$ cat src/rtl/strobe_period_meter_pkg.sv
// Shared types and reset constants for strobe_period_meter and its saturating counter.
package strobe_period_meter_pkg;

  typedef enum logic [1:0] {
    ST_IDLE      = 2'd0,
    ST_ARMED     = 2'd1,
    ST_MEASURING = 2'd2
  } meter_state_e;

  // Replicated to the period width: min starts at all-ones, max at zero.
  localparam logic MIN_RST_BIT = 1'b1;
  localparam logic MAX_RST_BIT = 1'b0;

endpackage

$ cat src/rtl/strobe_period_meter_sat_counter.sv
// Saturating up-counter with synchronous clear (priority) and enable; holds at all-ones.
module strobe_period_meter_sat_counter #(
  parameter int WIDTH = 16
) (
  input  logic             clk,
  input  logic             rst_n,
  input  logic             clear,
  input  logic             en,
  output logic [WIDTH-1:0] count
);

  function automatic logic [WIDTH-1:0] sat_inc(input logic [WIDTH-1:0] v);
    return (&v) ? v : v + WIDTH'(1);
  endfunction

  always_ff @(posedge clk or negedge rst_n) begin
    if (!rst_n) begin
      count <= '0;
    end else if (clear) begin
      count <= '0;
    end else if (en) begin
      count <= sat_inc(count);
    end
  end

endmodule

$ cat src/rtl/strobe_period_meter.sv
// Measures last/min/max strobe interval (as period-1) and a saturating interval count.
// Optional min/max tracking is built only when STROBE_PERIOD_METER_MINMAX_EN is defined.
module strobe_period_meter
  import strobe_period_meter_pkg::*;
#(
  parameter int CTRL_PERIOD_W = 16,
  parameter int CTRL_COUNT_W  = 16
) (
  input  logic                     i_clk,
  input  logic                     i_rst,
  input  logic                     i_cg,
  input  logic                     i_clear,
  input  logic                     i_strobe,
  output logic [CTRL_PERIOD_W-1:0] o_lastPeriodM1,
  output logic [CTRL_PERIOD_W-1:0] o_minPeriodM1,
  output logic [CTRL_PERIOD_W-1:0] o_maxPeriodM1,
  output logic [CTRL_COUNT_W-1:0]  o_nIntervals,
  output logic                     o_valid,
  output logic                     o_overflow
);

  meter_state_e state, state_nxt;
  logic [CTRL_PERIOD_W-1:0] ivl_cnt;
  logic capture, ivl_clear, ivl_en, stat_clear;

  always_ff @(posedge i_clk or negedge i_rst) begin
    if (!i_rst) state <= ST_IDLE;
    else        state <= state_nxt;
  end

  // Clear beats a coincident strobe; with the gate low nothing moves.
  always_comb begin
    state_nxt  = state;
    capture    = 1'b0;
    ivl_clear  = 1'b0;
    ivl_en     = 1'b0;
    stat_clear = i_cg & i_clear;
    if (i_cg) begin
      if (i_clear) begin
        state_nxt = ST_IDLE;
        ivl_clear = 1'b1;
      end else begin
        case (state)
          ST_IDLE: begin
            ivl_clear = 1'b1;
            if (i_strobe) state_nxt = ST_ARMED;
          end
          ST_ARMED, ST_MEASURING: begin
            if (i_strobe) begin
              capture   = 1'b1;
              ivl_clear = 1'b1;
              state_nxt = ST_MEASURING;
            end else begin
              ivl_en = 1'b1;
            end
          end
          default: begin
            state_nxt = ST_IDLE;
            ivl_clear = 1'b1;
          end
        endcase
      end
    end
  end

  strobe_period_meter_sat_counter #(.WIDTH(CTRL_PERIOD_W)) u_ivl_cnt (
    .clk   (i_clk),
    .rst_n (i_rst),
    .clear (ivl_clear),
    .en    (ivl_en),
    .count (ivl_cnt)
  );

  strobe_period_meter_sat_counter #(.WIDTH(CTRL_COUNT_W)) u_n_cnt (
    .clk   (i_clk),
    .rst_n (i_rst),
    .clear (stat_clear),
    .en    (capture),
    .count (o_nIntervals)
  );

  // A saturated counter at capture means the true interval did not fit.
  always_ff @(posedge i_clk or negedge i_rst) begin
    if (!i_rst) begin
      o_lastPeriodM1 <= '0;
      o_valid        <= 1'b0;
      o_overflow     <= 1'b0;
    end else if (stat_clear) begin
      o_lastPeriodM1 <= '0;
      o_valid        <= 1'b0;
      o_overflow     <= 1'b0;
    end else if (capture) begin
      o_lastPeriodM1 <= ivl_cnt;
      o_valid        <= 1'b1;
      if (&ivl_cnt) o_overflow <= 1'b1;
    end
  end

`ifdef STROBE_PERIOD_METER_MINMAX_EN
  localparam logic [CTRL_PERIOD_W-1:0] MIN_RST = {CTRL_PERIOD_W{MIN_RST_BIT}};
  localparam logic [CTRL_PERIOD_W-1:0] MAX_RST = {CTRL_PERIOD_W{MAX_RST_BIT}};

  always_ff @(posedge i_clk or negedge i_rst) begin
    if (!i_rst) begin
      o_minPeriodM1 <= MIN_RST;
      o_maxPeriodM1 <= MAX_RST;
    end else if (stat_clear) begin
      o_minPeriodM1 <= MIN_RST;
      o_maxPeriodM1 <= MAX_RST;
    end else if (capture) begin
      if (ivl_cnt < o_minPeriodM1) o_minPeriodM1 <= ivl_cnt;
      if (ivl_cnt > o_maxPeriodM1) o_maxPeriodM1 <= ivl_cnt;
    end
  end
`else
  assign o_minPeriodM1 = '0;
  assign o_maxPeriodM1 = {CTRL_PERIOD_W{MAX_RST_BIT}};
`endif

endmodule
$ cat config.mk
export PLATFORM = sky130hd
export DESIGN_NAME = strobe_period_meter
export DESIGN_NICKNAME = d
export VERILOG_FILES = /design/src/rtl/strobe_period_meter_pkg.sv /design/src/rtl/strobe_period_meter_sat_counter.sv /design/src/rtl/strobe_period_meter.sv
export SDC_FILE = /design/constraint.sdc
export NUM_CORES = 1
export LEC_CHECK = 0
export CAP_MARGIN = 30
export CORE_ASPECT_RATIO = 1.2
export CORE_MARGIN = 3
export CORE_UTILIZATION = 45
export CTS_CLUSTER_DIAMETER = 50
export DETAILED_ROUTE_END_ITERATION = 12
export GPL_ROUTABILITY_DRIVEN = 0
export GPL_TIMING_DRIVEN = 0
export PLACE_DENSITY = 0.8
export SLEW_MARGIN = 10
export SYNTH_ARGS = -nofsm -noshare
export SYNTH_HDL_FRONTEND = slang
export SYNTH_HIERARCHICAL = 1
export SYNTH_SLANG_ARGS = --single-unit
$ cat constraint.sdc
create_clock -name i_clk -period 3.1 [get_ports i_clk]
set_input_delay 0.31 -clock i_clk [delete_from_list [all_inputs] [get_ports i_clk]]
set_output_delay 0.31 -clock i_clk [all_outputs]
set_load 0.01 [all_outputs]
Word level (Yosys, flattened, before mapping)

Cells that the tools add are included.

Multiplexer cells: 28
Bitwise logic cells: 1
Equal/unequal tests: 6
Reduce and logical (&&, ||, !) cells: 11
Add/sub/neg operators: 2

Operators by type and width:

| cell                                                             | number |
|---|---|
| 16-bit 2-to-1 mux                                                | 8 |
| 16-bit by 1-bit adder with 16-bit output (second input constant) | 2 |
| 16-bit AND reduction                                             | 2 |
| 1-bit 2-to-1 mux                                                 | 16 |
| 2-bit 2-to-1 mux                                                 | 3 |
| 3-bit != test (second input constant)                            | 2 |
| 2-bit AND reduction                                              | 3 |
| 2-bit nonzero test                                               | 3 |
| 2-bit != test (second input constant)                            | 2 |
| 2-bit one-hot mux with 2 select lines                            | 1 |
| 3-bit AND reduction                                              | 1 |
| 2-bit by 1-bit == test with 1-bit output (second input constant) | 1 |
| 2-bit == test (second input constant)                            | 1 |
| 2-bit logical NOT                                                | 1 |
| 2-bit OR reduction                                               | 1 |
| 1-bit AND                                                        | 1 |

Register bits: 52
Output and inout port bits: 66

Logic depth before layout (Yosys ltp)

Gate-level depths: netlist of run 1.

Depth after elaboration: 7
Gate-level depth with buffers: 10

Cells and area by module

Netlist of run 1, hierarchy kept.

Modules (own cells, without submodules):

| module                          | area each (um^2) | cells each | times used | sequential area each (um^2) |
|---|---|---|---|---|
| strobe_period_meter_sat_counter | 905.9            | 98         | 2          | 400.4 |
| strobe_period_meter             | 1,142.3          | 132        | 1          | 500.5 |

Worst setup path before layout of run 1

OpenSTA, ideal clock, no wires.

Kind: reg-to-reg
From: reg state[1]
To: reg u_ivl_cnt.count[14]
Buffers on the path: 1
Arrival: 2.494 ns
Stages on the path, launching flop included: 10
Path slack: 0.528 ns
Period minus slack after synthesis: 2.572 ns
Cells stage by stage: dfrtp_1 > inv_1 > ha_1 > inv_1 > nor4b_1 > nand3_1 > or3_1 > buf_2 > or4_1 > a21oi_1

Longest elaborated chain between the ends: 7

Ends and longest elaborated chain:

| item                                                                      | line                                  | RTL |
|---|---|---|
| start, declared                                                           | strobe_period_meter.sv:22             | `meter_state_e state, state_nxt;` |
| start signal, assigned                                                    | strobe_period_meter.sv:28             | `else state <= state_nxt;` |
| 2-bit by 1-bit == test with 1-bit output or 2-bit == test (tied branches) | strobe_period_meter.sv:43             | `case (state)` |
| 2-bit OR reduction *                                                      | strobe_period_meter.sv:43             |  |
| 1-bit 2-to-1 mux *                                                        | strobe_period_meter.sv:43             |  |
| 1-bit 2-to-1 mux *                                                        | strobe_period_meter.sv:39             | `if (i_clear) begin` |
| 1-bit 2-to-1 mux *                                                        | strobe_period_meter.sv:38             | `if (i_cg) begin` |
| net ivl_en                                                                | strobe_period_meter.sv:24             | `logic capture, ivl_clear, ivl_en, stat_clear;` |
| 2-bit nonzero test (no source line) *                                     | n/a                                   |  |
| 2-bit AND reduction (no source line) *                                    | n/a                                   |  |
| end signal, assigned                                                      | strobe_period_meter_sat_counter.sv:22 | `count <= sat_inc(count);` |
| end, declared                                                             | strobe_period_meter_sat_counter.sv:9  | `output logic [WIDTH-1:0] count` |

The timed path passes the listed nets; every way through them passes the cells marked *.
A chain may end at the register's enable or synchronous reset.

Worst setup path after layout of run 1

From: reg state[1]
To: reg u_n_cnt.count[14]

Longest elaborated chain between the ends: 7

Ends and longest elaborated chain:

| item                                                                      | line |
|---|---|
| 2-bit by 1-bit == test with 1-bit output or 2-bit == test (tied branches) | strobe_period_meter.sv:43 |
| 2-bit OR reduction *                                                      | strobe_period_meter.sv:43 |
| 1-bit 2-to-1 mux *                                                        | strobe_period_meter.sv:43 |
| 1-bit 2-to-1 mux *                                                        | strobe_period_meter.sv:39 |
| 1-bit 2-to-1 mux *                                                        | strobe_period_meter.sv:38 |
| net capture                                                               | strobe_period_meter.sv:24 |
| 2-bit nonzero test (no source line) *                                     | n/a |
| 2-bit AND reduction (no source line) *                                    | n/a |
| end signal, assigned                                                      | strobe_period_meter_sat_counter.sv:22 |
| end, declared                                                             | strobe_period_meter_sat_counter.sv:9 |

Marks and branches as above.

==> impl_metrics.yaml, run 1 <==
grt:
  grt_max_degree: 31
  gr-total-overflow: 0
  antenna_found_initial: 0
  grt_pass1_vias: 2524
  grtUsageTotal_pct: 19.0
  grt_pass1_wl_um: 11500
drt:
  drc: 0
  drt_wl_total_um: 7050
  vias: 2673
  via_per_inst: 5.47
  antenna_left: 0
  drt_iter0_drc: 208
  first_pass_iters: 5
  wl_per_cell_um: 14.4
clock_network:
  clk_pin_slew_ns: 0.10
  htree_levels: 2
  clkSinkCount: 52
  cts_tree: "built"
  cts_buffers: 5
  cts_buffer_depth: 2
  insertion_delay_ns: 0.31
  cts-root-buf: "clkbuf_8"
  ctsResizeCount: 0
min_path:
  min-delay-start: "i_cg"
  min_path_type: "in -> reg"
  whs_path_depth: 2
timing:
  timing.final.crit_share_pct: 83.7
  fin_worst_skew_ns: 0.00413
  rsz0062_at_grt: "no"
  setup_tns_ns: 0
  hold_violations: 0
  slew_viol_final: 0
  worst_pin_slew_ns: 0.636
  slew_headroom_pct: 57.2
  whs_ns: 0.284
  setup_viol: 0
  fmax_ghz: 0.386
  min_period_ns: 2.59
critical_path:
  r2r_end: "u_n_cnt/count[14]"
  critical_path.startpoint: "state[1]"
  crit_type: "reg -> reg"
  cp.required_ns: 3.34
  worst_setup_path_end_kind: "register"
  arrival_ns: 2.83
  rrSetupSlack_ns: 0.51
  worstReg2RegStart: "state[1]"
  reg2regPathDepth: 10
  endpoint: "u_n_cnt/count[14]"
  cp-start-kind: "register"
  critPathMaxFanout: 15
final_layout:
  most-common-layout-cells: "dfrtp_1 (52), nand2_1 (47), clkdlybuf4s50_1 (36)"
  area_growth_pct: 24.2
  final_cells: 489
  layout_commonest_cell: "dfrtp_1"
  nFillCells: 544
  layout-drive-gt1-share_pct: 15.7
  final_area_sq_um: 3670
  n_antenna_cell: 0
  nets: 414
logic_synthesis:
  synth.distinct_cells: 45
  synth_area_sq_um: 2950
  ys_seq_elements: 52
  synth_area_per_cell_sq_um: 9.01
  syn_inst: 328
  seq_area_frac_synth_pct: 44.0
  synthesis.yosys.warnings: 6
run_status:
  status: "finished, final reports clean"
die:
  dieArea_sq_um: 7580
  placementRows: 31
  die_w_um: 80.0
  die_y_um: 94.8
  io_pins: 71
  start_util_pct: 47.6
  core_area_sq_um: 6210
placed_design:
  place_inst: 479
  placed_cell_area_sq_um: 3560
  port_buffers: 37
  hpwl_um: 5260
run:
  maxCapViolations: 0
power_and_ir_drop:
  p_leak_nw: 1.55
  power_density_nw_per_um2: 384
  peakVddDrop_mv: 0.189
registers in the layout, summed over array words and instances (netlist names):
name and flops:
o_lastPeriodM1 16, o_overflow 1, o_valid 1, state 2, u_ivl_cnt/count 16, u_n_cnt/count 16
cell usage after synthesis:
| cell | instances | area, sq um |
|---|---|---|
| o21a_1 | 2 | 15.0 |
| buf_4 | 33 | 248 |
| o41ai_1 | 4 | 35.0 |
| and4_1 | 2 | 17.5 |
| nand2_1 | 47 | 176 |
| a32oi_1 | 1 | 8.76 |
| conb_1 | 1 | 3.75 |
| nor3_1 | 10 | 50.1 |
| o31a_1 | 1 | 8.76 |
| nand3_2 | 2 | 20.0 |
| or2_0 | 2 | 12.5 |
| and4b_1 | 1 | 10.0 |
| o41ai_2 | 2 | 32.5 |
| a21oi_1 | 23 | 115 |
| a211oi_1 | 2 | 15.0 |
| a311oi_1 | 2 | 17.5 |
| o31ai_1 | 6 | 45.0 |
| xor2_1 | 2 | 17.5 |
| and3_1 | 4 | 25.0 |
| or4b_1 | 2 | 20.0 |
| inv_1 | 11 | 41.3 |
| or4_1 | 8 | 60.1 |
| nor2_1 | 14 | 52.6 |
| buf_2 | 8 | 40.0 |
| o21ai_0 | 22 | 110 |
| nand3_1 | 8 | 40.0 |
| inv_2 | 1 | 3.75 |
| buf_1 | 2 | 7.51 |
| a22o_1 | 1 | 8.76 |
| nor4_2 | 1 | 12.5 |
| mux2i_1 | 3 | 30.0 |
| clkbuf_1 | 3 | 11.3 |
| a2111oi_0 | 2 | 17.5 |
| nand4_2 | 2 | 25.0 |
| or3_1 | 8 | 50.1 |
| nor3_2 | 2 | 20.0 |
| nand4_1 | 14 | 87.6 |
| nor4_1 | 6 | 37.5 |
| mux2_2 | 2 | 22.5 |
| dfrtp_1 | 52 | 1300 |
| nor4b_1 | 1 | 8.76 |
| o32a_1 | 1 | 10.0 |
| o22ai_1 | 2 | 12.5 |
| ha_1 | 3 | 37.5 |
| nor2b_1 | 2 | 12.5 |
metrics by stage:
step | setup WS, ns | total power [mW] | utilization [%]
3_3_place_gp | 0.0923 | 0.994 | 57.1
4_1_cts | 0.0871 | 1.43 | 59.0
2_1_floorplan | 0.528 | 0.921 | -
6_report | 0.506 | 1.41 | 59.1
3_5_place_dp | 0.0146 | 1.02 | 57.3
5_1_grt | 0.332 | 1.49 | 59.1
cell families after synthesis:
family                   Yosys count  share of synthesized area, %
flip-flops                        52                          44.0
XOR/XNOR                           2                         0.593
other                              1                         0.127
buffers and inverters             58                          11.9
adder cells (fa/ha/maj)            3                          1.27
multiplexers                       5                          1.78
AO/OA/AOI/OAI                     71                          15.3
AND/OR/NAND/NOR                  136                          25.0
layer usage:
layer / vias to the layer above / global-route usage, % / wire length, um
met5: - / 0 / 0
met4: 0 / 5.35 / 65
met3: 10 / 3.44 / 487
met2: 114 / 35.7 / 3820
met1: 1257 / 21.8 / 2680
li1: 1292 / - / -
worst max-delay path, cell delays in order, from the launching register on:
cell     delay [ns]
dfrtp_1        0.35
inv_1          0.07
ha_1           0.29
and4b_1        0.20
buf_4          0.15
buf_2          0.26
nand3_1        0.13
or3_1          0.34
buf_2          0.17
or4_1          0.40
a21oi_1        0.15
how the worst min path moves through the flow:
stage	endpoint	slack, ns
floorplan	o_lastPeriodM1[0]	0.01
detailed placement	u_n_cnt/count[14]	0.33
global route	state[0]	0.31
finish	state[0]	0.28
CTS	state[0]	0.27
global placement	o_valid	0.48
what timing repair did:
action / 4_1_cts / 5_1_grt
hold endpoints to repair: 22 / 0
setup buffers: 0 / 0
hold buffers: 1 / 0
power by group:
| part | internal, mW | leakage, nW | switching (mW) |
|---|---|---|---|
| clock | 0.166 | 0.0491 | 0.238 |
| sequential | 0.704 | 0.724 | 0.0254 |
| combinational | 0.114 | 0.773 | 0.162 |
cell type report:
class / count / area (sq um) / area share (%)
inverter: 12 / 45.0 / 1.23
tap: 82 / 103 / 2.80
timing repair buffer: 40 / 400 / 10.9
clock buffer: 5 / 68.8 / 1.88
multi-input combinational: 249 / 1420 / 38.6
buffer: 46 / 307 / 8.36
clock inverter: 3 / 26.3 / 0.716
sequential: 52 / 1300 / 35.5
Note: power is estimated with default switching activity, not from simulation.
==> run 2: changes to the inputs <==
Settings changed: PLACE_DENSITY 0.8 to 0.82.
Clock period 3.1 ns to 2.2 ns, I/O delays scaled along.
==> run 2 against run 1 <==
Against the previous run: the flow now finishes with violations (negative setup slack); wire length is 14% higher; power is 53% higher; utilization is 5.7 points higher; setup slack worse by 0.65 ns; non-clock buffer count is 18 higher; critical path depth is 1 lower; via count is 7.4% higher; sequential power is 41% higher; sequential cell count stayed put; clock power is 28% higher; clock-buffer cell count is 1 higher.
==> impl_metrics.yaml, run 2 (synthesis gave the netlist of run 1 again) <==
run_status:
  status: "finished with violations"
  violations: "negative setup slack"
critical_path:
  crit_path_max_incr_delay_ns: 0.42
  arrival_ns: 2.58
  worst_setup_path_end_kind: "register"
  r2r_end: "u_ivl_cnt/count[14]"
  reg2regPathDepth: 9
  path_cells: "inv_2, ha_4, inv_4, nor4b_4, nand3_1, or3_1, buf_6, or4_4, a21oi_2"
  crit_path_top_delay_cell: "or4_4"
  critPathMaxFanout: 6
  cp.required_ns: 2.44
  crit_type: "reg -> reg"
  cp-start-kind: "register"
  rrSetupSlack_ns: -0.14
  worstReg2RegStart: "state[0]"
final_layout:
  layout_commonest_cell: "dfrtp_1"
  top_regs: "o_lastPeriodM1 x16, u_ivl_cnt/count x16, u_n_cnt/count x16"
  most-common-layout-cells: "dfrtp_1 (52), buf_4 (49), nand2_1 (47)"
  multi_input_area_sq_um: 1590
  nets: 432
  area_growth_pct: 36.3
  final_area_sq_um: 4030
  nFillCells: 502
  layout-drive-gt1-share_pct: 27.1
  final_cells: 506
  n_antenna_cell: 0
  register_area_sq_um: 1300
  final_util_pct: 64.9
min_path:
  min_path_type: "in -> reg"
  min-delay-start: "i_cg"
  whs_path_depth: 2
  hold_path_end: "state[1]"
timing:
  hold_violations: 0
  min_period_ns: 2.34
  slew_viol_final: 0
  setup_tns_ns: -0.854
  rsz0062_at_grt: "yes"
  setup_ws_ns: -0.140
  setup_viol: 11
  slew_headroom_pct: 54.7
  whs_ns: 0.208
  fmax_ghz: 0.427
  timing.final.crit_share_pct: 106
  fin_worst_skew_ns: 0.00499
  worst_pin_slew_ns: 0.673
placed_design:
  placed_cell_area_sq_um: 3610
  pre_cts_ws_ns: -0.361
  port_buffers: 37
  place_inst: 479
  hpwl_um: 5350
clock_network:
  cts_tree: "built"
  cts_buffers: 5
  clkSinkCount: 52
  clk_pin_slew_ns: 0.09
  htree_levels: 2
  cts-root-buf: "clkbuf_8"
  insertion_delay_ns: 0.30
  cts_buffer_depth: 2
grt:
  grt_max_degree: 31
  grt_pass1_vias: 2669
  grtUsageTotal_pct: 20.7
  grt_pass1_wl_um: 12500
  antenna_found_initial: 0
  gr-total-overflow: 0
run:
  maxCapViolations: 0
die:
  start_util_pct: 47.6
  die_y_um: 94.8
  dieArea_sq_um: 7580
  die_w_um: 80.0
  io_pins: 71
  placementRows: 31
  core_area_sq_um: 6210
drt:
  via_per_inst: 5.67
  wl_per_cell_um: 15.9
  vias: 2871
  drt_iter0_drc: 258
  first_pass_iters: 5
  drc: 0
  drt_wl_total_um: 8040
  antenna_left: 0
power_and_ir_drop:
  power_frac_seq_pct: 47.9
  p_leak_nw: 1.70
  power_density_nw_per_um2: 537
  peakVddDrop_mv: 0.456
  netSwitchingFraction_pct: 29.7
  p_total_mw: 2.16
  net-switching-power_uw: 641
  p_comb_share_pct: 28.2
  power_frac_clock_pct: 23.9
  power.internal_mw: 1.52
## run 2: cell count changes in the layout (fill, tap and decap cells not counted), moves of 4 or more
cell,delta
or4_4,+5
buf_4,+16
a21oi_1,-9
a21oi_2,+9
buf_6,+4
or4_1,-5
## run 2: routing by layer
layer	track usage (%)	routed length [um]	part of all wire (%)	vias to the layer above
li1	-	-	-	1329
met1	24.2	2920	36	1353
met2	36.5	4290	53	167
met3	4.10	610	7.6	22
met4	9.01	220	2.7	0
met5	0	0	0	-
## run 2: timing repair
| action | CTS | global route |
|---|---|---|
| gates resized for setup | 12 | 36 |
| endpoints found under the setup margin | 13 | 21 |
| endpoints found under the hold margin | 22 | 0 |
| pin swaps | 9 | 14 |
| buffers inserted | 12 | 8 |
| cloned | 1 | 0 |
| hold buffers | 1 | 0 |
## run 2: how the worst max path moves through the flow
| stage | start | end | depth (start not counted) |
|---|---|---|---|
| 3_5_place_dp | i_strobe | u_n_cnt/count[14] | 9 |
| 3_3_place_gp | i_rst | o_lastPeriodM1[2] | 1 |
| 4_1_cts | state[1] | u_ivl_cnt/count[14] | 9 |
| 6_report | state[0] | u_ivl_cnt/count[14] | 9 |
| 5_1_grt | state[0] | u_n_cnt/count[14] | 9 |
| 2_1_floorplan | state[1] | u_n_cnt/count[14] | 10 |
## run 2: worst max-delay path, delay by kind of cell (launching register included)
kind / cells / cell delay, ns
AO/OA/AOI/OAI: 1 / 0.12
flip-flops: 1 / 0.39
AND/OR/NAND/NOR: 4 / 1.25
buffers and inverters: 3 / 0.25
adder cells (fa/ha/maj): 1 / 0.27
## run 2: power by group through the flow
stage | clock network (mW) | logic (mW) | registers, mW
after CTS | 0.525 | 0.543 | 1.03
after floorplan | 0 | 0.292 | 1.05
after detailed placement | 0 | 0.435 | 1.05
final | 0.517 | 0.610 | 1.03
after global placement | 0 | 0.404 | 1.05
after global routing | 0.562 | 0.669 | 1.04
## run 2: final cells by class
class                   count  area share (%)
flip-flops and latches     52            32.3
well taps                  82            2.55
clock buffers               6            1.80
clock inverters             1           0.124
repair buffers             60            14.6
inverters                  12            1.18
multi-input cells         249            39.6
plain buffers              44            7.77
